==> config.mk <==
export PLATFORM = sky130hd
export DESIGN_NAME = pipeline_ctrl
export DESIGN_NICKNAME = d
export VERILOG_FILES = /design/src/rtl/pipeline_ctrl_pkg.sv /design/src/rtl/stall_counter.sv /design/src/rtl/pipeline_ctrl.sv
export SDC_FILE = /design/constraint.sdc
export NUM_CORES = 1
export LEC_CHECK = 0
export ABC_AREA = 1
export BUFFER_PORTS_ARGS = -buffer_cell sky130_fd_sc_hd__buf_2
export CORE_MARGIN = 3
export CORE_UTILIZATION = 40
export DETAILED_ROUTE_END_ITERATION = 7
export SYNTH_ARGS = -nofsm -noshare
export SYNTH_HDL_FRONTEND = slang
export SYNTH_SLANG_ARGS = --single-unit
==> constraint.sdc <==
create_clock -name clk -period 1.87 [get_ports clk]
set_input_delay 0.187 -clock clk [delete_from_list [all_inputs] [get_ports clk]]
set_output_delay 0.187 -clock clk [all_outputs]
set_load 0.01 [all_outputs]
==> src/rtl/pipeline_ctrl_pkg.sv <==
// pipeline_ctrl_pkg: shared CPU types -- stall-controller FSM states and multi-cycle opcode constants.
package pipeline_ctrl_pkg;
    typedef enum logic [1:0] {
        RUN     = 2'd0,
        MD_WAIT = 2'd1,
        DRAIN   = 2'd2,
        WFI     = 2'd3
    } state_e;
    // MUL/DIV share the OP major opcode and are told apart by funct7.
    localparam logic [6:0] OPC_OP        = 7'b0110011;
    localparam logic [6:0] FUNCT7_MULDIV = 7'b0000001;
    localparam logic [6:0] OPC_OP_FP     = 7'b1010011;
    localparam logic [6:0] OPC_FMADD     = 7'b1000011;
endpackage

==> src/rtl/stall_counter.sv <==
// stall_counter: 32-bit wrapping counter with enable and a synchronous load.
module stall_counter (
    input  logic        clk,
    input  logic        rstn,
    input  logic        en_i,
    input  logic        ld_i,
    input  logic [31:0] ld_val_i,
    output logic [31:0] cnt_o
);
    logic [31:0] cnt_q, cnt_d;
    always_comb cnt_d = ld_i ? ld_val_i : en_i ? cnt_q + 32'd1 : cnt_q;
    always_ff @(posedge clk or negedge rstn) begin
        if (!rstn) cnt_q <= '0;
        else       cnt_q <= cnt_d;
    end
    assign cnt_o = cnt_q;
endmodule

==> src/rtl/pipeline_ctrl.sv <==
// pipeline_ctrl: five-stage pipeline stall/flush controller for memory, multi-cycle, redirect and WFI events.
module pipeline_ctrl (
    input  logic        clk,
    input  logic        rstn,
    input  logic        loadStall,
    input  logic        EX_redirect,
    input  logic        IM_stall,
    input  logic        DM_stall,
    input  logic        EX_md_start,
    input  logic        EX_md_done,
    input  logic        ID_wfi,
    input  logic        irq_pending,
    output logic        PC_en,
    output logic        IFID_en,
    output logic        IDEX_en,
    output logic        EXMEM_en,
    output logic        MEMWB_en,
    output logic        IFID_flush,
    output logic        IDEX_flush,
    output logic        EXMEM_flush,
    output logic        md_busy,
    output logic [31:0] stall_cnt
);
    import pipeline_ctrl_pkg::*;

    state_e state_q, state_d;

    always_ff @(posedge clk or negedge rstn) begin
        if (!rstn) state_q <= RUN;
        else       state_q <= state_d;
    end

    always_comb begin
        state_d = state_q;
        if (DM_stall)                          state_d = state_q;
        else if (state_q == MD_WAIT)           state_d = EX_md_done ? RUN : MD_WAIT;
        else if (EX_redirect)                  state_d = IM_stall ? DRAIN : RUN;
        else if (state_q == DRAIN)             state_d = IM_stall ? DRAIN : RUN;
        else if (state_q == WFI)               state_d = irq_pending ? RUN : WFI;
        else if (EX_md_start)                  state_d = MD_WAIT;
        else if (!loadStall && !IM_stall && ID_wfi) state_d = WFI;
    end

    // Flushes keep their enable high so the bubble is actually loaded.
    always_comb begin
        PC_en       = 1'b1;
        IFID_en     = 1'b1;
        IDEX_en     = 1'b1;
        EXMEM_en    = 1'b1;
        MEMWB_en    = 1'b1;
        IFID_flush  = 1'b0;
        IDEX_flush  = 1'b0;
        EXMEM_flush = 1'b0;
        if (!rstn) begin
            {PC_en, IFID_en, IDEX_en, EXMEM_en, MEMWB_en} = '0;
            {IFID_flush, IDEX_flush, EXMEM_flush} = '1;
        end else if (DM_stall) begin
            {PC_en, IFID_en, IDEX_en, EXMEM_en, MEMWB_en} = '0;
        end else if (state_q == MD_WAIT) begin
            {PC_en, IFID_en, IDEX_en} = '0;
            EXMEM_flush = !EX_md_done;
        end else if (EX_redirect) begin
            IFID_flush = 1'b1;
            IDEX_flush = 1'b1;
        end else if (state_q == DRAIN || state_q == WFI) begin
            PC_en      = 1'b0;
            IFID_flush = 1'b1;
        end else if (loadStall) begin
            PC_en      = 1'b0;
            IFID_en    = 1'b0;
            IDEX_flush = 1'b1;
        end else if (IM_stall) begin
            PC_en      = 1'b0;
            IFID_flush = 1'b1;
        end
    end

    assign md_busy = rstn && state_q == MD_WAIT;

    stall_counter u_stall_counter (
        .clk      (clk),
        .rstn     (rstn),
        .en_i     (!PC_en),
        .ld_i     (1'b0),
        .ld_val_i (32'd0),
        .cnt_o    (stall_cnt)
    );
endmodule
==> results of run 1 <==
## cell usage in the layout, fill, tap and decap left out, types with 2 or more instances in the layout
| cell type | n |
|---|---|
| a31oi_1 | 2 |
| xnor2_1 | 7 |
| inv_2 | 3 |
| nand3_1 | 9 |
| dfrtp_1 | 34 |
| nand2_1 | 92 |
| nand3b_1 | 4 |
| nor2_4 | 4 |
| nand2_4 | 4 |
| o21ai_1 | 8 |
| o21ai_0 | 5 |
| clkbuf_8 | 6 |
| xor2_1 | 5 |
| inv_1 | 27 |
| buf_2 | 50 |
| nor2_2 | 8 |
| nand2_2 | 9 |
| xor2_2 | 2 |
| nor2_1 | 44 |
| nand4_1 | 7 |
## worst max path at each step
stage          depth (start not counted)                startpoint                        end  slack, ns
3_5_place_dp                           8  u_stall_counter.cnt_o[0]  u_stall_counter.cnt_o[22]       0.33
2_1_floorplan                          8  u_stall_counter.cnt_o[0]  u_stall_counter.cnt_o[20]       0.41
4_1_cts                                7                state_q[1]                      PC_en       0.17
6_report                               7                state_q[1]                      PC_en       0.18
5_1_grt                                7                state_q[1]                      PC_en        0.1
3_3_place_gp                           8  u_stall_counter.cnt_o[0]  u_stall_counter.cnt_o[22]       0.37
## cell type report
| class | instances | area [µm²] |
|---|---|---|
| clock buffer | 6 | 82.6 |
| fill | 560 | 2600 |
| inverter | 32 | 128 |
| multi-input combinational | 218 | 1120 |
| sequential | 34 | 851 |
| tap | 70 | 87.6 |
| timing repair buffer | 52 | 268 |
## power by group through the flow
stage / combinational [mW] / clock (mW) / sequential [mW]
final: 0.702 / 0.546 / 1.00
after global routing: 0.789 / 0.593 / 1.03
after CTS: 0.713 / 0.560 / 1.00
after detailed placement: 0.705 / 0 / 1.01
after global placement: 0.707 / 0 / 1.01
after floorplan: 0.463 / 0 / 1.03
## cells by family after synthesis
family | share of synthesized area (%)
AO/OA/AOI/OAI | 4.96
adder cells (fa/ha/maj) | 0.584
flip-flops | 39.7
XOR/XNOR | 6.43
AND/OR/NAND/NOR | 40.5
buffers and inverters | 7.77
## critical path, stage by stage (launching register included)
cell	delay (ns)
dfrtp_1	0.43
inv_2	0.13
nand2_4	0.09
nand2_4	0.09
clkinv_4	0.06
nand2_8	0.18
inv_4	0.08
buf_2	0.15
## state kept, by name (all words and copies together) (netlist names)
signal	count
u_stall_counter.cnt_o	32
state_q	2
## per-layer routing
layer / global-route usage (%) / part of all wire (%) / vias up
li1: - / - / 1007
met1: 23.3 / 47 / 876
met2: 27.9 / 45 / 45
met3: 3.97 / 5.1 / 9
met4: 7.73 / 2.2 / 0
met5: 0 / 0 / -
## timing repair
| action | CTS | global route |
|---|---|---|
| hold endpoints to repair | 5 | 0 |
| gates resized for setup | 0 | 0 |
| hold buffers | 1 | 0 |
## through the flow
step	worst slack, ns	hold slack (ns)
finish	0.180	-0.00984
detailed placement	0.335	0.0485
floorplan	0.411	-0.109
global placement	0.374	0.0520
CTS	0.166	0.0151
global route	0.0965	0.0328
==> impl_metrics.yaml, run 1 <==
placed_design:
  dp.cells: 405
  place_hpwl_um: 3920
  place.gp.congestion: 0.858
  post_dp_cell_area_um2: 2450
  port_buffers: 50
layout:
  finalCoreUtilization_pct: 49.4
  final_area_um2: 2540
  area_growth_pct: 18.6
  antenna-diode-count: 0
  stdcell_count: 412
  num-nets-final: 354
  drive_gt1_share_pct: 26.9
job:
  cap_viol_max_count: 0
timing:
  slew_headroom_pct: 73.9
  min_period_over_period_pct: 90.4
  slew_viol_final: 0
  finClkSkew_ns: 0.00808
  hold_viol: 18
  fmax_mhz: 592
  holdWs_ns: -0.00984
  fin_setup_tns_ns: 0
  period_minus_slack_ns: 1.69
  worst_pin_slew_ns: 0.391
  final-setup-viol-count: 0
  rsz0062_at_grt: "false"
critical_path:
  r2r_slack_ns: 0.34
  end_kind: "primary output"
  cp_max_fo: 26
  reg2reg_from: "u_stall_counter.cnt_o[0]"
  r2r_end: "u_stall_counter.cnt_o[22]"
  worstPathRequired_ns: 1.68
  r2r_cells: 8
  crit_type: "flop to primary output"
  cp-start-kind: "flop"
  cp.arrival_ns: 1.50
die:
  coreArea_um2: 5140
  die_area_um2: 6270
  top_level_ports: 51
  die_h_um: 79.2
  die_x_um: 79.2
  num_rows: 26
  start_util_pct: 41.7
global_route:
  overflow: 0
  grt_pass1_vias: 1882
  grt_max_degree: 30
  antenna_found_initial: 0
  grt_pass1_wl_um: 8710
  grt_usage_pct: 17.7
pwr:
  p_sw_mw: 0.830
  p_clk_share_pct: 24.3
  p_per_area_nw_per_um2: 885
  p_seq_share_pct: 44.5
  netSwitchingFraction_pct: 36.9
  p_int_mw: 1.42
  p_comb_share_pct: 31.2
  peakVddDrop_mv: 0.650
  finalPower_mw: 2.25
  p_leak_nw: 1.19
logic_synthesis:
  synthesis.instances: 287
  synth_ff_type: "dfrtp_1"
  syn-cell-area_um2: 2140
  synth-edff-count: 0
  yosys-top-cells-count: "nand2_1, nor2_1, dfrtp_1, inv_1"
  async_flop_share_pct: 100
  yosysSeqAreaShare_pct: 39.7
  synth.most_common_cell: "nand2_1"
  avgSynthCellArea_um2: 7.46
  yosys_register_bits: 34
  synth_fp_nets: 298
  synth_top_area_share_pct: 39.7
  synth_area_leaders: "dfrtp_1, nand2_1, nor2_1"
  yosysWarnings: 0
  yosysTopAreaCell: "dfrtp_1"
  yosysUniqueCellTypes: 31
run_status:
  status: "complete, but fails checks"
  violations: "hold timing"
clock_network:
  cts.sinks: 34
  h-tree-depth: 2
  cts_tree: "built"
  cts-buffers-inserted: 5
  cts_max_path_buffers: 2
  cts_setup_buffers: 0
  cts.reportedPaths.clkPinSlew_ns: 0.07
  clockRootBuffer: "clkbuf_8"
  clock_latency_ns: 0.29
hold_path:
  hold_class: "input port to async pin"
routing:
  routed_wl_um: 5060
  vias: 1937
  drtAntennaViolNets: 0
  wl_per_cell_um: 12.3
  drtIter0Drc: 110
  drcViolationCount: 0
  avgViaCountPerCell: 4.70
  drt_pass1_iterations: 4
(Power assumes the default switching activity.)
==> run 2, diff against run 1 <==
--- a/config.mk
+++ b/config.mk
@@ -5,7 +5,7 @@
 export SDC_FILE = /design/constraint.sdc
 export NUM_CORES = 1
 export LEC_CHECK = 0
-export ABC_AREA = 1
+export ABC_AREA = 0
 export BUFFER_PORTS_ARGS = -buffer_cell sky130_fd_sc_hd__buf_2
 export CORE_MARGIN = 3
 export CORE_UTILIZATION = 40
==> run 2 against run 1 <==
  * The run now ends clean
  * Non-clock buffer count is 15 higher
  * Total power rose by 10%
  * Core utilization grew 5.5 points
  * Wire length fell by 5.5%
  * Worst hold slack better by 0.20 ns
  * Die area shrank 8.9%
  * Clock skew shrank 0.0015 ns
  * Critical endpoint is now u_stall_counter.cnt_o[26]
==> impl_metrics.yaml, run 2 <==
global_route:
  overflow: 0
  antenna_found_initial: 0
  grt_pass1_vias: 1581
  grt_pass1_wl_um: 7650
  grt_max_degree: 39
  grt_usage_pct: 17.9
hold_path:
  hold_class: "input port to flop"
  whs_path_depth: 2
clock_network:
  cts.sinks: 34
  cts_setup_buffers: 0
  cts.reportedPaths.clkPinSlew_ns: 0.07
  cts_tree: "built"
  clock_latency_ns: 0.28
  cts_max_path_buffers: 2
  h-tree-depth: 2
  clockRootBuffer: "clkbuf_8"
  cts-buffers-inserted: 5
logic_synthesis:
  avgSynthCellArea_um2: 10.2
  yosysSeqAreaShare_pct: 43.9
  yosysWarnings: 0
  async_flop_share_pct: 100
  yosys_register_bits: 34
  synth-compound-area-share_pct: 5.56
  synthAdderAreaFrac_pct: 0.646
  synth_area_leaders: "dfrtp_1, xnor2_1, nand4_1"
  synth_top_family_by_area: "simple AND/OR/NAND/NOR gates"
  synth_top_area_share_pct: 43.9
  synth-edff-count: 0
  yosys-top-cells-count: "dfrtp_1, xnor2_1, nand4_1, nand2_1, xor2_1"
  synthSimpleGateAreaFrac_pct: 32.4
  yosysUniqueCellTypes: 36
  synth_fp_nets: 201
  synthesis.instances: 190
  synth_xor_area_share_pct: 14.0
  syn-cell-area_um2: 1940
  yosysTopAreaCell: "dfrtp_1"
  synthMuxAreaShare_pct: 0
  synth_ff_type: "dfrtp_1"
  synth.most_common_cell: "dfrtp_1"
pwr:
  p_per_area_nw_per_um2: 1000
  p_clk_share_pct: 22.4
  p_seq_share_pct: 40.1
  netSwitchingFraction_pct: 36.4
  peakVddDrop_mv: 0.814
  p_comb_share_pct: 37.4
  finalPower_mw: 2.48
  p_int_mw: 1.58
  p_leak_nw: 1.04
  p_sw_mw: 0.904
routing:
  drt_pass1_iterations: 5
  drcViolationCount: 0
  drtAntennaViolNets: 0
  drtIter0Drc: 115
  avgViaCountPerCell: 5.40
  wl_per_cell_um: 15.5
  vias: 1668
  routed_wl_um: 4780
die:
  die_h_um: 75.6
  start_util_pct: 43.0
  top_level_ports: 51
  die_x_um: 75.6
  num_rows: 24
  coreArea_um2: 4500
  die_area_um2: 5710
timing:
  final-setup-viol-count: 0
  fin_setup_tns_ns: 0
  slew_viol_final: 0
  finClkSkew_ns: 0.00655
  min_period_over_period_pct: 94.6
  holdWs_ns: 0.193
  worst_pin_slew_ns: 0.354
  period_minus_slack_ns: 1.77
  hold_viol: 0
  rsz0062_at_grt: "false"
  slew_headroom_pct: 76.4
  fmax_mhz: 565
job:
  cap_viol_max_count: 0
layout:
  multi_input_area_um2: 1060
  largest_reg_flops: 32
  final_common_cell: "buf_2"
  fillers: 420
  antenna-diode-count: 0
  num-nets-final: 267
  drive_gt1_share_pct: 33.9
  area_growth_pct: 27.7
  register_area_um2: 852
  final_cell_mix: "buf_2, dfrtp_1, xnor2_1, nand4_1, nand2_1"
critical_path:
  end_kind: "flop"
  cp-start-kind: "flop"
  cp_max_fo: 9
  crit_type: "flop to flop"
  r2r_cells: 6
  cp.arrival_ns: 1.98
  worstPathRequired_ns: 2.08
placed_design:
  place_hpwl_um: 3410
  port_buffers: 50
  place.gp.congestion: 0.809
run_status:
  status: "completed"
## run 2: changes by cell type in the layout (fill, tap and decap cells not counted), moves of 6 or more
| cell | change |
|---|---|
| and3_1 | +6 |
| xor2_1 | +7 |
| nand4_1 | +10 |
| inv_1 | -23 |
| nand2_2 | -9 |
| nor2_2 | -8 |
| buf_4 | +13 |
| nand2_1 | -76 |
| nor2_1 | -36 |
| nor4_1 | +6 |
| xnor2_1 | +12 |
| o21ai_1 | -8 |
## run 2: worst max-delay path: stages (launching register included)
cell and delay (ns):
dfrtp_1 0.36, ha_2 0.20, nand4_2 0.13, or4_1 0.43, buf_6 0.19, nor4b_4 0.22, xor2_1 0.16
## run 2: worst paths after layout
| kind | from | end | slack [ns] |
|---|---|---|---|
| hold reg to reg | u_stall_counter.cnt_o[31] | u_stall_counter.cnt_o[31] | 0.47 |
| min in group asynchronous | rstn | u_stall_counter.cnt_o[29] | 0.48 |
| max in group asynchronous | rstn | u_stall_counter.cnt_o[0] | 1.10 |
| setup / recovery | u_stall_counter.cnt_o[1] | u_stall_counter.cnt_o[26] | 0.10 |
| hold / removal | DM_stall | state_q[1] | 0.19 |
| setup reg to reg | u_stall_counter.cnt_o[1] | u_stall_counter.cnt_o[26] | 0.10 |
## run 2: what timing repair did
action,CTS,global route
gates resized for setup,0,6
setup endpoints to repair,0,9
endpoints found under the hold margin,34,0
hold buffers,1,0
## run 2: power groups by stage
stage / registers (mW) / logic, mW / clock network (mW)
global placement: 1.01 / 0.925 / 0
finish: 0.996 / 0.929 / 0.557
global route: 1.01 / 1.02 / 0.617
floorplan: 1.10 / 0.422 / 0
detailed placement: 1.01 / 0.927 / 0
CTS: 0.995 / 0.935 / 0.581
## run 2: per-layer routing
layer,track usage (%),routed length (µm)
met5,0,0
met4,5.63,24
met3,4.88,192
met2,27.4,2290
met1,24.6,2280
## run 2: cell type report
class / instances / share of cell area [%]
Sequential cell: 34 / 34.4
Inverter: 5 / 0.860
Tap cell: 52 / 2.63
Clock inverter: 1 / 0.202
Clock buffer: 7 / 3.49
Multi-Input combinational cell: 143 / 42.7
Timing Repair Buffer: 67 / 15.7
## run 2: through the flow
step                      cells  area (µm²)  setup slack (ns)  utilization [%]
after floorplan             190        1940             0.103                -
after global placement      300        2330             0.154             51.7
after detailed placement    300        2330             0.111             51.7
after CTS                   309        2430            0.0626             54.0
after global routing        309        2470           0.00665             54.9
final                       309        2470             0.101             54.9
## run 2: logic make-up after synthesis
group / after synthesis
compound gates: 14
flops: 34
simple gates: 97
buf+inv: 13
fa+ha+maj: 1
xor+xnor: 31
==> run 3, diff against run 2 <==
--- a/config.mk
+++ b/config.mk
@@ -7,7 +7,7 @@
 export LEC_CHECK = 0
 export ABC_AREA = 0
 export BUFFER_PORTS_ARGS = -buffer_cell sky130_fd_sc_hd__buf_2
-export CORE_MARGIN = 3
+export CORE_MARGIN = 4
 export CORE_UTILIZATION = 40
 export DETAILED_ROUTE_END_ITERATION = 7
 export SYNTH_ARGS = -nofsm -noshare
==> run 3 against run 2 <==
  * The flow now finishes with violations (hold timing)
  * Wire length fell by 0.90%
  * Worst setup slack gained 0.021 ns
  * Sequential power is essentially flat
  * Critical path depth unchanged
  * Critical path type unchanged
  * Design area fell by 1.6%
  * Largest power group unchanged
  * Clock skew hardly changed
  * Clock power down 1%
  * Die area increased by 5.4%
==> impl_metrics.yaml, run 3 (same netlist as run 2, synthesis figures left out) <==
run_status:
  status: "complete, but fails checks"
  violations: "hold timing"
routing:
  vias: 1659
  drt_pass1_iterations: 4
  avgViaCountPerCell: 5.33
  drcViolationCount: 0
  routed_wl_um: 4740
  wl_per_cell_um: 15.2
  drtAntennaViolNets: 0
  drtIter0Drc: 73
critical_path:
  cp.arrival_ns: 1.96
  worstPathRequired_ns: 2.08
  r2r_slack_ns: 0.12
  crit_type: "flop to flop"
  cp_max_fo: 9
  cp-start-kind: "flop"
  end_kind: "flop"
pwr:
  peakVddDrop_mv: 0.687
  finalPower_mw: 2.46
  p_per_area_nw_per_um2: 1010
  p_leak_nw: 1.03
layout:
  antenna-diode-count: 0
  area_growth_pct: 25.7
  num-nets-final: 268
  final_common_cell: "buf_2"
  finalCoreUtilization_pct: 51.9
  final_cell_mix: "buf_2, dfrtp_1, xnor2_1, buf_4, nand4_1"
  largest_reg_flops: 32
  drive_gt1_share_pct: 33.9
timing:
  worst_pin_slew_ns: 0.475
  slew_viol_final: 0
  fin_setup_tns_ns: 0
  hold_viol: 34
  period_minus_slack_ns: 1.75
  slew_headroom_pct: 68.3
  min_period_over_period_pct: 93.4
  finClkSkew_ns: 0.00630
  fmax_mhz: 572
  holdWs_ns: -0.0258
  rsz0062_at_grt: "false"
  final-setup-viol-count: 0
clock_network:
  cts_tree: "built"
  cts-hold-fix-buffers: 0
  cts_resized: 0
  cts_max_path_buffers: 2
  cts-buffers-inserted: 5
  cts_setup_buffers: 0
  cts.sinks: 34
  clockRootBuffer: "clkbuf_8"
  cts.reportedPaths.clkPinSlew_ns: 0.07
  clock_latency_ns: 0.28
  h-tree-depth: 2
die:
  die_h_um: 77.6
  top_level_ports: 51
  start_util_pct: 41.3
  coreArea_um2: 4690
  die_area_um2: 6020
  die_x_um: 77.6
  num_rows: 25
global_route:
  overflow: 0
  grt_usage_pct: 16.9
  grt_pass1_wl_um: 8130
  grt_pass1_vias: 1641
  grt_max_degree: 39
  antenna_found_initial: 0
placed_design:
  port_buffers: 50
  place_hpwl_um: 3500
  place.gp.congestion: 0.882
job:
  cap_viol_max_count: 0
hold_path:
  hold_class: "input port to async pin"
[run 3: cell types whose count changed in the layout (fill, tap and decap cells not counted), sizes merged]
cell	before	now
buf	66	68
clkinv	1	0
dlygate4sd3	1	0
[run 3: worst max-delay path, cell delays in order (launching register included)]
cell and delay, ns:
dfrtp_1 0.36, ha_2 0.20, nand4_2 0.12, or4_1 0.40, buf_4 0.20, nor4b_4 0.22
xor2_1 0.15
[run 3: cell type report]
class	instances	area, µm²
repair buffers	68	385
well taps	54	67.6
clock buffers	7	86.3
fillers	461	2260
flip-flops and latches	34	852
multi-input cells	143	1020
inverters	5	21.3
[run 3: power by group]
group | internal, mW | total (mW) | leakage (nW) | switching (mW)
Combinational | 0.407 | 0.912 | 0.585 | 0.505
Sequential | 0.873 | 0.998 | 0.400 | 0.125
Clock | 0.292 | 0.550 | 0.0443 | 0.258
Total | 1.57 | 2.46 | 1.03 | 0.887
[run 3: path summary, 6_finish.rpt]
check                           cells past startpoint                        end                 startpoint
worst max-delay path                                6  u_stall_counter.cnt_o[26]   u_stall_counter.cnt_o[1]
worst max register to register                      6  u_stall_counter.cnt_o[26]   u_stall_counter.cnt_o[1]
worst min-delay path                                2  u_stall_counter.cnt_o[22]                       rstn
min in group clk                                    4                 state_q[1]                EX_md_start
max in group asynchronous                           2   u_stall_counter.cnt_o[0]                       rstn
worst min register to register                      1  u_stall_counter.cnt_o[31]  u_stall_counter.cnt_o[31]
[run 3: stage by stage]
step | hold slack, ns | worst slack, ns | instances | instance area [µm²]
floorplan | -0.109 | 0.103 | 190 | 1940
global placement | 0.320 | 0.139 | 304 | 2350
detailed placement | 0.317 | 0.120 | 304 | 2350
CTS | 0.00247 | 0.107 | 311 | 2430
global route | 0.0240 | 0.00251 | 311 | 2430
finish | -0.0258 | 0.123 | 311 | 2430
[run 3: metal layers]
metal  part of all wire (%)  track usage [%]
met1                     49             23.9
met2                     45             25.4
met3                    5.1             3.60
met4                   0.95             6.05
met5                      0                0
